File: src/rtl/condlogic_mt.sv
// Multi-context ARM condition unit: per-context NZCV and shadow flags, condition
// evaluation with write gating, stall/flush/save/restore and saturating counters.
module condlogic_mt #(
    parameter int NCTX = 4,
    parameter int CTXW = (NCTX > 1) ? $clog2(NCTX) : 1,
    parameter int CNTW = 16
) (
    input  logic            clk,
    input  logic            reset,
    input  logic            valid,
    input  logic [CTXW-1:0] ctx,
    input  logic [3:0]      Cond,
    input  logic [3:0]      ALUFlags,
    input  logic [1:0]      FlagW,
    input  logic            PCS,
    input  logic            RegW,
    input  logic            MemW,
    input  logic            stall,
    input  logic            flush,
    input  logic            save,
    input  logic            restore,
    output logic            CondEx,
    output logic            PCSrc,
    output logic            RegWrite,
    output logic            MemWrite,
    output logic [3:0]      Flags,
    output logic [CNTW-1:0] exec_cnt,
    output logic [CNTW-1:0] skip_cnt
);

    logic [3:0] flags  [NCTX];
    logic [3:0] shadow [NCTX];

    logic [3:0] cur;
    logic [3:0] shcur;
    logic [3:0] nextflags;
    logic       hit;
    logic       base;
    logic       pass;
    logic       act;
    logic       upd;

    // Out-of-range context indices read as zero flags and never match a register.
    always_comb begin
        cur   = 4'b0000;
        shcur = 4'b0000;
        hit   = 1'b0;
        for (int i = 0; i < NCTX; i++) begin
            if (ctx == CTXW'(i)) begin
                cur   = flags[i];
                shcur = shadow[i];
                hit   = 1'b1;
            end
        end
    end

    // Odd condition codes are the complement of the even one below them; 1111 falls
    // out as the complement of AL.
    always_comb begin
        base = 1'b0;
        unique case (Cond[3:1])
            3'b000:  base = cur[2];
            3'b001:  base = cur[1];
            3'b010:  base = cur[3];
            3'b011:  base = cur[0];
            3'b100:  base = cur[1] & ~cur[2];
            3'b101:  base = (cur[3] == cur[0]);
            3'b110:  base = ~cur[2] & (cur[3] == cur[0]);
            default: base = 1'b1;
        endcase
        pass = base ^ Cond[0];
    end

    assign act      = valid & ~flush & hit;
    assign upd      = act & ~stall;
    assign CondEx   = act & pass;
    assign RegWrite = RegW & CondEx;
    assign MemWrite = MemW & CondEx;
    assign PCSrc    = PCS & CondEx;
    assign Flags    = cur;

    always_comb begin
        nextflags = cur;
        if (CondEx && FlagW[1]) nextflags[3:2] = ALUFlags[3:2];
        if (CondEx && FlagW[0]) nextflags[1:0] = ALUFlags[1:0];
        if (restore)            nextflags      = shcur;
    end

    // Save always captures the pre-update flags, so save+restore swaps the pair.
    always_ff @(posedge clk) begin
        if (reset) begin
            for (int i = 0; i < NCTX; i++) begin
                flags[i]  <= 4'b0000;
                shadow[i] <= 4'b0000;
            end
            exec_cnt <= '0;
            skip_cnt <= '0;
        end else if (upd) begin
            for (int i = 0; i < NCTX; i++) begin
                if (ctx == CTXW'(i)) begin
                    flags[i] <= nextflags;
                    if (save) shadow[i] <= cur;
                end
            end
            if (pass) begin
                if (exec_cnt != '1) exec_cnt <= exec_cnt + 1'b1;
            end else begin
                if (skip_cnt != '1) skip_cnt <= skip_cnt + 1'b1;
            end
        end
    end

endmodule

File: config.mk
export PLATFORM = sky130hd
export DESIGN_NAME = condlogic_mt
export DESIGN_NICKNAME = d
export VERILOG_FILES = /design/src/rtl/condlogic_mt.sv
export SDC_FILE = /design/constraint.sdc
export NUM_CORES = 1
export LEC_CHECK = 0
export BUFFER_PORTS_ARGS = -buffer_cell sky130_fd_sc_hd__buf_4
export CORE_UTILIZATION = 51
export CTS_CLUSTER_DIAMETER = 200
export CTS_CLUSTER_SIZE = 14
export DETAILED_ROUTE_END_ITERATION = 12
export PLACE_DENSITY = 0.83
export RECOVER_POWER = 25
export SLEW_MARGIN = 20
export SYNTH_ARGS = -nofsm -noshare
export SYNTH_HDL_FRONTEND = slang
export SYNTH_SLANG_ARGS = --single-unit
export TNS_END_PERCENT = 30
File: constraint.sdc
create_clock -name clk -period 3 [get_ports clk]
set_clock_uncertainty 0.05 [all_clocks]
set_input_delay 0.15 -clock clk [delete_from_list [all_inputs] [get_ports clk]]
set_output_delay 0.15 -clock clk [all_outputs]
set_load 0.03 [all_outputs]
### Word-level counts from Yosys, hierarchy flattened

Memories as Yosys holds them, arrays and structs flattened.
Cells that the tools add are included.

* bits in registers: 32
* bits in latches: 0
* bits in writable memories: 32
* bits in read-only memories: 0
* logic and storage cells: 104
* memories: 2

* $add $sub $neg: 2
* multipliers: 0
* divide/modulo/power cells: 0
* order comparisons: 0
* equal/unequal tests: 12
* shift-type cells: 0
* mux-type cells: 58
* bitwise gates (word level): 22
* reduce and logical (&&, ||, !) cells: 6

Memory list
* flags: depth 4, bits a word 4, read ports 4, clocked after Yosys merged registers in 0, write ports 4, RTL line 31 `logic [3:0] flags [NCTX];`
* shadow: depth 4, bits a word 4, read ports 4, clocked after Yosys merged registers in 0, write ports 4, RTL line 32 `logic [3:0] shadow [NCTX];`

Operators with widths (count)
* two-way mux 4 bit: 17
* two-way mux 1 bit: 38
* adder 16 x 1 -> 16 bit, second input constant: 2
* != test 16 bit, second input constant: 2
* bitwise AND 1 bit: 9
* equality test 3 bit, second input constant: 3
* bitwise OR 1 bit: 8
* case mux 1 bit (7 select lines): 1
* equality test 3 x 2 -> 1 bit, second input constant: 2
* AND reduction 3 bit: 2
* equality test 2 bit, second input constant: 2
* two-way mux 2 bit: 2
* NOT 1 bit: 4
* equality test 3 x 1 -> 1 bit, second input constant: 1
* zero test 3 bit: 1
* equality test 2 x 1 -> 1 bit, second input constant: 1
* logical AND 1 bit: 2
* zero test 2 bit: 1
* equality test 1 bit: 1
* bitwise XOR 1 bit: 1

### Longest topological paths before layout

Gate-level depths: netlist of the first run.

* depth after elaboration: 14
* depth in mapped cells: 10
* mapped depth without buffers: 7

### Worst setup path after synthesis of the first run

No wires, ideal clock.

* kind: reg2out
* from: memory flags[3][2]
* to: output MemWrite
* arrival: 2.726 ns
* path slack: 0.074 ns
* stages on the path, launching flop included: 9
* cell sequence: edfxtp_1 -> mux4_2 -> a221o_1 -> o32ai_2 -> a22oi_4 -> xnor2_2 -> buf_6 -> clkbuf_1 -> and3_1

RTL lines
* start, declared: RTL line 31
* end, declared: RTL line 25 `output logic MemWrite,`

==> results by group, run 1 <==
Outcome
  • Status: finished clean

Timing
  • Setup TNS: 0 ps
  • Upper clock frequency limit: ~0.34 GHz
  • Hold Fails Final Rpt: 0
  • Final Max Slew Viols: 0
  • Worst slew margin: a little under half
  • Worst-Margin Slew: approximately 820 ps
  • Min Hold Slack: 201 ps
  • Final Cycle Share: 97.7%
  • Final setup viols: 0
  • Period minus WS final: around 3000 ps

Synthesis
  • Cell variety after synth: 48
  • Mapped Avg Cell Area: 9.54 um^2
  • Number of synthesis warnings: 0
  • XOR/XNOR Fraction of Synth Area: between 1 and 1.5%
  • Seq/Total Area, Yosys: around 44%
  • Synth Instances: ~380
  • Ys async rst share: 0%
  • Mapped Area: roughly 0.0036 mm^2
  • Main synth FF type: edfxtp_1
  • Mux contribution to synthesized area: between 10% and 20%
  • Simple-Gate Fraction of Synth Area: 26.2%
  • Synth Area in Adders: less than 1%
  • Syn Nets: about 400
  • EDFF count, synth: 32
  • Main combinational cell family by area after synthesis: simple AND/OR/NAND/NOR gates
  • Yosys reg bits: 64
  • Compound-Gate Fraction of Synth Area: a little over an eighth

Clock network
  • Clock-pin slew on the worst setup and hold paths: 70 ps
  • # clock sinks: 64
  • TritonCTS buffer count: 9
  • Htree depth: 3
  • Cts-stage hold buffer count: 0
  • Root buf cell: clkbuf_8
  • Clock latency on the worst-skew pair: 340 ps
  • TritonCTS clock tree: done
  • Clock Path Buffers: 2

Place
  • GP Congestion: 0.828
  • IO Port Bufs: between 60 and 70
  • Hpwl dp: about 6100 um

Critical path
  • Startpoint types: register
  • Required @ worst endpoint: between 3000 and 4000 ps
  • Cell family with most CP delay: compound AO/OA/AOI/OAI gates
  • Slowest cell on crit path: mux4_2
  • Setup crit end kind: register
  • CP arrival: 3150 ps
  • Slowest stage delay, CP: just over 500 ps
  • CP Max Fanout: 17
  • Cells along the critical path: mux4_2, a221o_1, o32ai_2, a22oi_4, xnor2_4, buf_4, clkbuf_16, or4_1, a21oi_1
  • Worst path buffer plus inverter count: 2
  • Critical setup path kind: register to register

Die
  • DIE AREA: 0.00743 mm^2
  • Ports: 62
  • Die Ht: 86.2 um
  • Cell Rows: 30
  • Core ar.: between 0.006 and 0.007 mm^2
  • Initial core utilization: roughly 53%
  • Die Wd: 86.2 um

Drt
  • Via density: roughly 5.8
  • Final ANT Viol Nets: 0
  • First-pass DRT Iterations: 4
  • Vias: ~3200
  • Average wire per standard cell: 16.0 um
  • Remaining DRCs: 0
  • DRT iter0 DRCs: approximately 190
  • Routed WL: just under 9000 um

Finish
  • Commonest non-fill, non-tap cells in the layout: 47 x nor2_1, 42 x buf_4, 35 x nand2_1
  • Commonest non-fill, non-tap cell in the layout: nor2_1
  • # fillers: between 600 and 700
  • Nets@finish: 466
  • Register Area: approximately 0.0016 mm^2
  • Area growth, synth to finish: 19.4%
  • Antenna cells: 0
  • Multi-input logic area: approximately 0.0019 mm^2
  • Fraction of layout cells with a size suffix above 1: 19.2%

Global routing
  • Antenna violations before repair: 0
  • Grt ovf: 0
  • Largest net degree at the start of global routing: 50
  • Total track usage: a little under a quarter
  • Vias in the first global route: between 2000 and 3000
  • First-pass GRT wire length: between 10000 and 15000 um

Power and ir drop
  • Psw: roughly 0.0005 W
  • Pleak: about 1.6 nW
  • PwrDens: between 400 and 500 mW/mm^2
  • Worst IR Drop VDD: ~0.00024 V
  • Sequential Power Share: between 40% and 50%
  • Int Pwr: between 0.001 and 0.0015 W
  • Comb power frac: between 15 and 20%
  • Sw Ratio: between 20 and 30%
  • Power share of the clock group: 34.2%

Worst hold path
  • Worst min path class: input pin to register

Flow run
  • Max-cap violations: 0
-- cell usage after synthesis, types with 4 or more instances --
master / n / share of area, %
nor2_1: 47 / 4.9
nand2_1: 35 / 3.6
dfxtp_1: 32 / 18
edfxtp_1: 32 / 27
a21oi_1: 26 / 3.6
o31ai_1: 20 / 4.2
or4_1: 19 / 3.9
clkbuf_1: 17 / 1.8
and3_1: 15 / 2.6
nand3_1: 15 / 2.1
mux2_2: 11 / 3.4
nor2b_1: 9 / 1.6
inv_1: 8 / 0.83
mux4_2: 8 / 5.0
nand2b_1: 8 / 1.4
nor4_1: 7 / 1.2
mux2i_1: 6 / 1.7
nor3_1: 5 / 0.69
o21ai_0: 5 / 0.69
or3_1: 5 / 0.87
nand4_1: 4 / 0.69
-- per-layer routing --
| metal | part of all wire, % | wire length, um | vias to the layer above | global-route usage, % |
|---|---|---|---|---|
| met3 | 5.1 | 443 | 13 | 5.52 |
| li1 | - | - | 1545 | - |
| met2 | 53 | 4580 | 75 | 41.6 |
| met4 | 1.5 | 129 | 0 | 7.73 |
| met1 | 41 | 3540 | 1524 | 28.7 |
| met5 | 0 | 0 | - | 0 |
-- kinds of logic (layout without fill, tap and decap cells) --
kind of cell    Yosys count  count (layout)
buf+inv                  31              99
flops                    64              64
simple gates            182             182
mux                      26              26
fa+ha+maj                 2               2
xor+xnor                  4               4
compound gates           70              70
-- timing repair --
| action | in CTS | in global routing |
|---|---|---|
| gates resized for setup | 0 | 1 |
| setup endpoints to repair | 0 | 6 |
| buffers inserted | 0 | 4 |
-- metrics by stage --
step                setup WS [ps]  instance area (um^2)  total power [W]  utilization, %  instances
finish                       68.6                  4320          0.00192            63.2        543
global route                -16.8                  4320          0.00199            63.2        543
CTS                          65.0                  4360          0.00190            63.8        538
detailed placement            120                  4190          0.00125            61.3        522
global placement              205                  4190          0.00124            61.3        522
floorplan                    74.3                  3620          0.00115               -        379
-- final cells by class --
type / count / share of cell area, %
clock buffers: 13 / 3.71
clock inverters: 3 / 0.348
inverters: 8 / 0.695
multi-input cells: 284 / 43.9
flip-flops and latches: 64 / 37.1
well taps: 96 / 2.78
repair buffers: 75 / 11.5
-- path summary, 6_finish.rpt --
check	from	to	slack [ps]	cells past startpoint
worst min register to register	skip_cnt[15]$_SDFFE_PP0P_	skip_cnt[15]$_SDFFE_PP0P_	450	2
worst min-delay path	save	shadow[0][3]$_SDFFCE_PN0P_	200	2
worst max register to register	flags[0][2]$_SDFFCE_PN0P_	skip_cnt[9]$_SDFFE_PP0P_	70	9
worst max-delay path	flags[0][2]$_SDFFCE_PN0P_	skip_cnt[9]$_SDFFE_PP0P_	70	9
-- power by group through the flow --
stage               clock [W]  combinational, W  sequential [W]
floorplan                   0          0.000184        0.000964
global placement            0          0.000272        0.000964
detailed placement          0          0.000281        0.000966
CTS                  0.000666          0.000283        0.000946
global route         0.000706          0.000334        0.000948
finish               0.000656          0.000313        0.000947
-- flip-flops by register name (all words and copies together) (netlist names) --
signal	flops
shadow	16
skip_cnt	16
flags	16
exec_cnt	16
Note: power is estimated with default switching activity, not from simulation.
==> run 2, diff against run 1 <==
--- a/config.mk
+++ b/config.mk
@@ -6,11 +6,11 @@
 export NUM_CORES = 1
 export LEC_CHECK = 0
 export BUFFER_PORTS_ARGS = -buffer_cell sky130_fd_sc_hd__buf_4
-export CORE_UTILIZATION = 51
+export CORE_UTILIZATION = 55
 export CTS_CLUSTER_DIAMETER = 200
 export CTS_CLUSTER_SIZE = 14
 export DETAILED_ROUTE_END_ITERATION = 12
-export PLACE_DENSITY = 0.83
+export PLACE_DENSITY = 0.85
 export RECOVER_POWER = 25
 export SLEW_MARGIN = 20
 export SYNTH_ARGS = -nofsm -noshare
==> constraint.sdc (replaced) <==
create_clock -name clk -period 3.6 [get_ports clk]
set_clock_uncertainty 0.05 [all_clocks]
set_input_delay 0.18 -clock clk [delete_from_list [all_inputs] [get_ports clk]]
set_output_delay 0.18 -clock clk [all_outputs]
set_load 0.03 [all_outputs]
==> run 2 against run 1 <==
Effect of this change:
- worst hold slack better by 21 ps
- worst setup slack better by 220 ps
- combinational power down 28%
- clock power down 1%
- clock-buffer cell count unchanged
- power down 13%
- sequential cell count unchanged
- wire length up 2.5%
- first-iteration DRC count up 49%
- critical path type is now register to primary output
- critical endpoint is now MemWrite
- largest cell class unchanged
==> results by group, run 2 (synthesized netlist as in run 1, its figures left out) <==
Timing
  • Final setup viols: 0 (unchanged)
  • Final Max Slew Viols: 0 (unchanged)
  • Final Cycle Share: 92.0%
  • Worst slew margin: 40.5% (was 45.1%)
  • Upper clock frequency limit: between 0.3 and 0.4 GHz
  • Worst Slack Setup Final: 287 ps (was 68.6 ps)
  • Period minus WS final: ~3300 ps
  • RSZ-0062 raised after global routing: no
  • Setup TNS: 0 ps (unchanged)
  • Hold Fails Final Rpt: 0 (unchanged)
  • Worst-Margin Slew: 886 ps (was 818 ps)

Finish
  • Nets@finish: 457 (was 466)
  • Commonest non-fill, non-tap cells in the layout: 47 x nor2_1, 35 x nand2_1, 35 x buf_4 (was 47 x nor2_1, 42 x buf_4, 35 x nand2_1)
  • # fillers: 530 (was 602)
  • Commonest non-fill, non-tap cell in the layout: nor2_1 (unchanged)
  • Multi-input logic area: 0.00188 mm^2 (was 0.00190 mm^2)
  • Non-filler cells in the finished layout: 515 (was 543)
  • Antenna cells: 0 (unchanged)
  • Register Area: 0.00160 mm^2 (unchanged)
  • Area growth, synth to finish: 16.3% (was 19.4%)
  • Fraction of layout cells with a size suffix above 1: 17.8% (was 19.2%)

Critical path
  • CP endpoint: MemWrite (was skip_cnt[9]$_SDFFE_PP0P_)
  • Required @ worst endpoint: 3370 ps (was 3220 ps)
  • Worst R2R Setup Slack: 440 ps (was 70 ps)
  • Slowest cell on crit path: mux4_2 (unchanged)
  • CP Max Fanout: 17 (unchanged)
  • Worst path buffer plus inverter count: 2 (unchanged)
  • Critical setup path kind: register to primary output (was register to register)
  • Cells along the critical path: mux4_2, a221o_1, o32ai_2, a22oi_4, xnor2_2, buf_4, and3_1, buf_4 (was mux4_2, a221o_1, o32ai_2, a22oi_4, xnor2_4, buf_4, clkbuf_16, or4_1, a21oi_1)
  • Critical path depth: 8 (was 9)
  • Critical R2R Launch: flags[3][2]$_SDFFCE_PN0P_ (was flags[0][2]$_SDFFCE_PN0P_)
  • Startpoint types: register (unchanged)
  • Cell family with most CP delay: compound AO/OA/AOI/OAI gates (unchanged)
  • Slowest stage delay, CP: 560 ps (was 510 ps)
  • Worst reg2reg path depth: 8 (was 9)
  • Setup crit end kind: primary output (was register)
  • CP arrival: 3080 ps (was 3150 ps)
  • CP dominant cell by count: buf_4
  • Worst R2R End: exec_cnt[13]$_SDFFE_PP0P_ (was skip_cnt[9]$_SDFFE_PP0P_)
  • Critical path startpoint: flags[3][2]$_SDFFCE_PN0P_ (was flags[0][2]$_SDFFCE_PN0P_)

Die
  • Initial core utilization: 56.9% (was 52.9%)
  • Cell Rows: 29 (was 30)
  • Die Ht: 83.1 um (was 86.2 um)
  • Ports: 62 (unchanged)
  • Die Wd: 83.1 um (was 86.2 um)
  • DIE AREA: 0.00690 mm^2 (was 0.00743 mm^2)
  • Core ar.: 0.00635 mm^2 (was 0.00683 mm^2)

Clock network
  • Setup bufs post-CTS: 0 (unchanged)
  • Clock latency on the worst-skew pair: 350 ps (was 340 ps)
  • # clock sinks: 64 (unchanged)
  • Cts-stage hold buffer count: 0 (unchanged)
  • Root buf cell: clkbuf_8 (unchanged)
  • Post-CTS Resized: 0 (unchanged)
  • Clock-pin slew on the worst setup and hold paths: 70 ps (about the same)
  • Clock Path Buffers: 2 (unchanged)
  • Htree depth: 3 (unchanged)
  • TritonCTS buffer count: 9 (unchanged)
  • TritonCTS clock tree: done (unchanged)

Power and ir drop
  • PwrDens: 395 mW/mm^2 (was 443 mW/mm^2)
  • Worst IR Drop VDD: 0.000220 V (was 0.000244 V)
  • Pleak: 1.51 nW (was 1.56 nW)

Flow run
  • Max-cap violations: 0 (unchanged)

Drt
  • Remaining DRCs: 0 (unchanged)
  • Via density: 6.37 (was 5.81)
  • Routed WL: 8920 um (was 8700 um)
  • Vias: 3283 (was 3157)
  • Average wire per standard cell: 17.3 um (was 16.0 um)
  • Final ANT Viol Nets: 0 (unchanged)
  • First-pass DRT Iterations: 5 (was 4)
  • DRT iter0 DRCs: 278 (was 186)

Global routing
  • Largest net degree at the start of global routing: 50 (unchanged)
  • Total track usage: 26.9% (was 23.7%)
  • Grt ovf: 0 (unchanged)
  • Vias in the first global route: 3062 (was 2879)
  • Antenna violations before repair: 0 (unchanged)
  • First-pass GRT wire length: 14600 um (was 13600 um)

Place
  • GP Congestion: 0.873 (was 0.828)
  • Hpwl dp: 6310 um (was 6080 um)
  • Placed Instances: 499 (was 522)
  • Setup WS pre-CTS: 389 ps (was 120 ps)
  • IO Port Bufs: 61 (unchanged)

Outcome
  • Status: finished clean (unchanged)

Worst hold path
  • Min-delay src: save (unchanged)
  • Worst min path class: input pin to register (unchanged)
-- run 2: changes by cell type in the layout (fill, tap and decap cells not counted) --
cell | before | now
buf_4 | 42 | 35
clkbuf_8 | 9 | 10
inv_4 | 0 | 2
clkbuf_1 | 32 | 31
xnor2_2 | 0 | 1
clkinv_2 | 3 | 1
buf_12 | 2 | 0
xnor2_4 | 1 | 0
-- run 2: worst min-delay path by stage --
stage,endpoint,cells after the start
5_1_grt,shadow[3][2]$_SDFFCE_PN0P_,2
3_3_place_gp,skip_cnt[9]$_SDFFE_PP0P_,2
6_report,shadow[2][3]$_SDFFCE_PN0P_,2
4_1_cts,shadow[3][2]$_SDFFCE_PN0P_,2
3_5_place_dp,skip_cnt[11]$_SDFFE_PP0P_,2
2_1_floorplan,shadow[0][2]$_SDFFCE_PN0P_,1
-- run 2: layout make-up --
| cell class | count | area share (%) |
|---|---|---|
| multi-input cells | 284 | 44.8 |
| flip-flops and latches | 64 | 38.1 |
| repair buffers | 66 | 9.02 |
| clock buffers | 13 | 4.64 |
| well taps | 77 | 2.29 |
| inverters | 8 | 0.714 |
| clock inverters | 3 | 0.417 |
-- run 2: where the power goes --
| group | switching [W] | internal, W |
|---|---|---|
| Combinational | 0.000144 | 0.0000811 |
| Sequential | 0.00000798 | 0.000780 |
| Clock | 0.000288 | 0.000360 |
-- run 2: routing by layer --
metal	GRT usage, %	part of all wire [%]	up-vias
li1	-	-	1531
met1	36.1	43	1600
met2	42.0	48	134
met3	6.76	6.5	18
met4	10.8	2.1	0
met5	0	0	-
-- run 2: through the flow --
stage          util, %  hold WS [ps]  power (W)  instance area (um^2)
6_report          66.2           222    0.00166                  4200
5_1_grt           66.2           227    0.00172                  4200
4_1_cts           68.0           210    0.00167                  4320
3_5_place_dp      64.7           454    0.00103                  4110
3_3_place_gp      64.7           434    0.00102                  4110
2_1_floorplan        -           353   0.000957                  3620
==> run 3, diff against run 2 <==
--- a/config.mk
+++ b/config.mk
@@ -6,11 +6,13 @@
 export NUM_CORES = 1
 export LEC_CHECK = 0
 export BUFFER_PORTS_ARGS = -buffer_cell sky130_fd_sc_hd__buf_4
-export CORE_UTILIZATION = 55
+export CELL_PAD_IN_SITES_DETAIL_PLACEMENT = 0
+export CELL_PAD_IN_SITES_GLOBAL_PLACEMENT = 1
+export CORE_UTILIZATION = 25
 export CTS_CLUSTER_DIAMETER = 200
 export CTS_CLUSTER_SIZE = 14
 export DETAILED_ROUTE_END_ITERATION = 12
-export PLACE_DENSITY = 0.85
+export PLACE_DENSITY = 0.58
 export RECOVER_POWER = 25
 export SLEW_MARGIN = 20
 export SYNTH_ARGS = -nofsm -noshare
==> run 3 against run 2 <==
Effect of this change:
- clock power rose by 38%
- worst hold slack better by 17 ps
- via count decreased by 4.3%
- power grew 15%
- core utilization fell by 34 points
- sequential share of layout area decreased by 2.3 points
- worst setup slack better by 140 ps
- largest cell class unchanged
- largest power group is now clock
==> results by group, run 3 (synthesized netlist as in run 1, its figures left out) <==
Outcome
  • Status: finished clean (unchanged)

Timing
  • Worst slew margin: 32.7% (was 40.5%)
  • Final Max Slew Viols: 0 (unchanged)
  • Setup TNS: 0 ps (unchanged)
  • Worst Slack Setup Final: 431 ps (was 287 ps)
  • Min Hold Slack: 239 ps (was 222 ps)
  • Upper clock frequency limit: 0.316 GHz (was 0.302 GHz)
  • Period minus WS final: 3170 ps (was 3310 ps)
  • Final Cycle Share: 88.0% (was 92.0%)
  • Final setup viols: 0 (unchanged)
  • Worst-Margin Slew: 1000 ps (was 886 ps)
  • RSZ-0062 raised after global routing: no (unchanged)
  • Hold Fails Final Rpt: 0 (unchanged)

Power and ir drop
  • Power share of the clock group: 46.7% (was 39.0%)
  • Comb power frac: 12.1% (was 13.5%)
  • Sequential Power Share: 41.3% (was 47.4%)
  • Sw Ratio: 24.5% (was 26.5%)
  • Psw: 0.000468 W (was 0.000440 W)
  • PwrDens: 428 mW/mm^2 (was 395 mW/mm^2)
  • Pleak: 1.58 nW (was 1.51 nW)
  • Worst IR Drop VDD: 0.000164 V (was 0.000220 V)
  • Int Pwr: 0.00145 W (was 0.00122 W)

Place
  • Area after DPL: 0.00426 mm^2 (was 0.00411 mm^2)
  • GP Congestion: 0.781 (was 0.873)
  • Hpwl dp: 7380 um (was 6310 um)
  • IO Port Bufs: 61 (unchanged)
  • Setup WS pre-CTS: 386 ps (was 389 ps)

Finish
  • Commonest non-fill, non-tap cells in the layout: 47 x nor2_1, 40 x buf_4, 35 x nand2_1 (was 47 x nor2_1, 35 x nand2_1, 35 x buf_4)
  • Design area: 0.00447 mm^2 (was 0.00420 mm^2)
  • Nets@finish: 460 (was 457)
  • Commonest non-fill, non-tap cell in the layout: nor2_1 (unchanged)
  • Area growth, synth to finish: 23.6% (was 16.3%)
  • Fraction of layout cells with a size suffix above 1: 18.8% (was 17.8%)
  • Antenna cells: 0 (unchanged)
  • # fillers: 1494 (was 530)

Global routing
  • Largest net degree at the start of global routing: 50 (unchanged)
  • Vias in the first global route: 3083 (was 3062)
  • Antenna violations before repair: 0 (unchanged)
  • Total track usage: 14.6% (was 26.9%)
  • Grt ovf: 0 (unchanged)
  • First-pass GRT wire length: 16400 um (was 14600 um)

Worst hold path
  • Hold Path Stages: 2 (unchanged)
  • Worst min path class: input pin to register (unchanged)

Die
  • Initial core utilization: 25.8% (was 56.9%)
  • Ports: 62 (unchanged)
  • Die Wd: 122 um (was 83.1 um)
  • Core ar.: 0.0140 mm^2 (was 0.00635 mm^2)
  • Die Ht: 122 um (was 83.1 um)
  • DIE AREA: 0.0149 mm^2 (was 0.00690 mm^2)
  • Cell Rows: 43 (was 29)

Critical path
  • Setup crit end kind: primary output (unchanged)
  • Startpoint types: register (unchanged)
  • CP Max Fanout: 29 (was 17)
  • Required @ worst endpoint: 3370 ps (about the same)
  • Worst reg2reg path depth: 8 (unchanged)
  • CP arrival: 2940 ps (was 3080 ps)
  • Critical setup path kind: register to primary output (unchanged)

Flow run
  • Max-cap violations: 0 (unchanged)

Drt
  • DRT iter0 DRCs: 132 (was 278)
  • Vias: 3142 (was 3283)
  • Final ANT Viol Nets: 0 (unchanged)
  • Routed WL: 10200 um (was 8920 um)
  • Average wire per standard cell: 16.4 um (was 17.3 um)
  • Remaining DRCs: 0 (unchanged)
  • First-pass DRT Iterations: 4 (was 5)
  • Via density: 5.06 (was 6.37)

Clock network
  • TritonCTS clock tree: done (unchanged)
  • Cts-stage hold buffer count: 0 (unchanged)
  • Clock Path Buffers: 2 (unchanged)
  • Clock latency on the worst-skew pair: 330 ps (was 350 ps)
  • # clock sinks: 64 (unchanged)
  • Setup bufs post-CTS: 0 (unchanged)
  • TritonCTS buffer count: 9 (unchanged)
  • Clock-pin slew on the worst setup and hold paths: 50 ps (was 70 ps)
  • Htree depth: 3 (unchanged)
  • Root buf cell: clkbuf_16 (was clkbuf_8)
  • Post-CTS Resized: 0 (unchanged)
run 3: cell type report:
cell class	instances	area (um^2)	area share, %
inverter	8	30.0	0.672
clock buffer	15	309	6.92
clock inverter	1	5.00	0.112
sequential	64	1600	35.8
multi-input combinational	284	1880	42.2
tap	180	225	5.04
timing repair buffer	69	413	9.24
run 3: path summary, 6_finish.rpt:
kind / slack, ps / from / endpoint
max reg2reg: 550 / flags[3][2]$_SDFFCE_PN0P_ / exec_cnt[6]$_SDFFE_PP0P_
min reg2reg: 430 / skip_cnt[15]$_SDFFE_PP0P_ / skip_cnt[15]$_SDFFE_PP0P_
min: 240 / save / shadow[3][2]$_SDFFCE_PN0P_
max: 430 / flags[3][2]$_SDFFCE_PN0P_ / RegWrite
run 3: power groups by stage:
stage / Combinational [W] / Sequential [W] / Clock, W
2_1_floorplan: 0.000153 / 0.000804 / 0
3_3_place_gp: 0.000232 / 0.000805 / 0
3_5_place_dp: 0.000235 / 0.000805 / 0
4_1_cts: 0.000235 / 0.000790 / 0.000920
5_1_grt: 0.000252 / 0.000792 / 0.000949
6_report: 0.000231 / 0.000790 / 0.000893
run 3: critical path: stages (launching register included):
cell and delay (ps):
edfxtp_1 390, mux4_2 580, a221o_1 320, o32ai_2 340, a22oi_4 140, xnor2_2 140, buf_4 290, and3_1 230
buf_4 170
run 3: per-layer routing:
layer	part of all wire, %	global-route usage, %	up-vias	wire length (um)
met3	4.8	3.16	14	485
met2	48	23.9	63	4910
met1	45	18.6	1530	4590
met4	2.1	6.10	0	212
met5	0	0	-	0
li1	-	-	1535	-
run 3: metrics by stage:
step | total power [W] | instances | util [%]
finish | 0.00191 | 621 | 31.9
global route | 0.00199 | 621 | 31.9
CTS | 0.00194 | 621 | 32.7
detailed placement | 0.00104 | 605 | 30.4
global placement | 0.00104 | 605 | 30.4
floorplan | 0.000957 | 379 | -
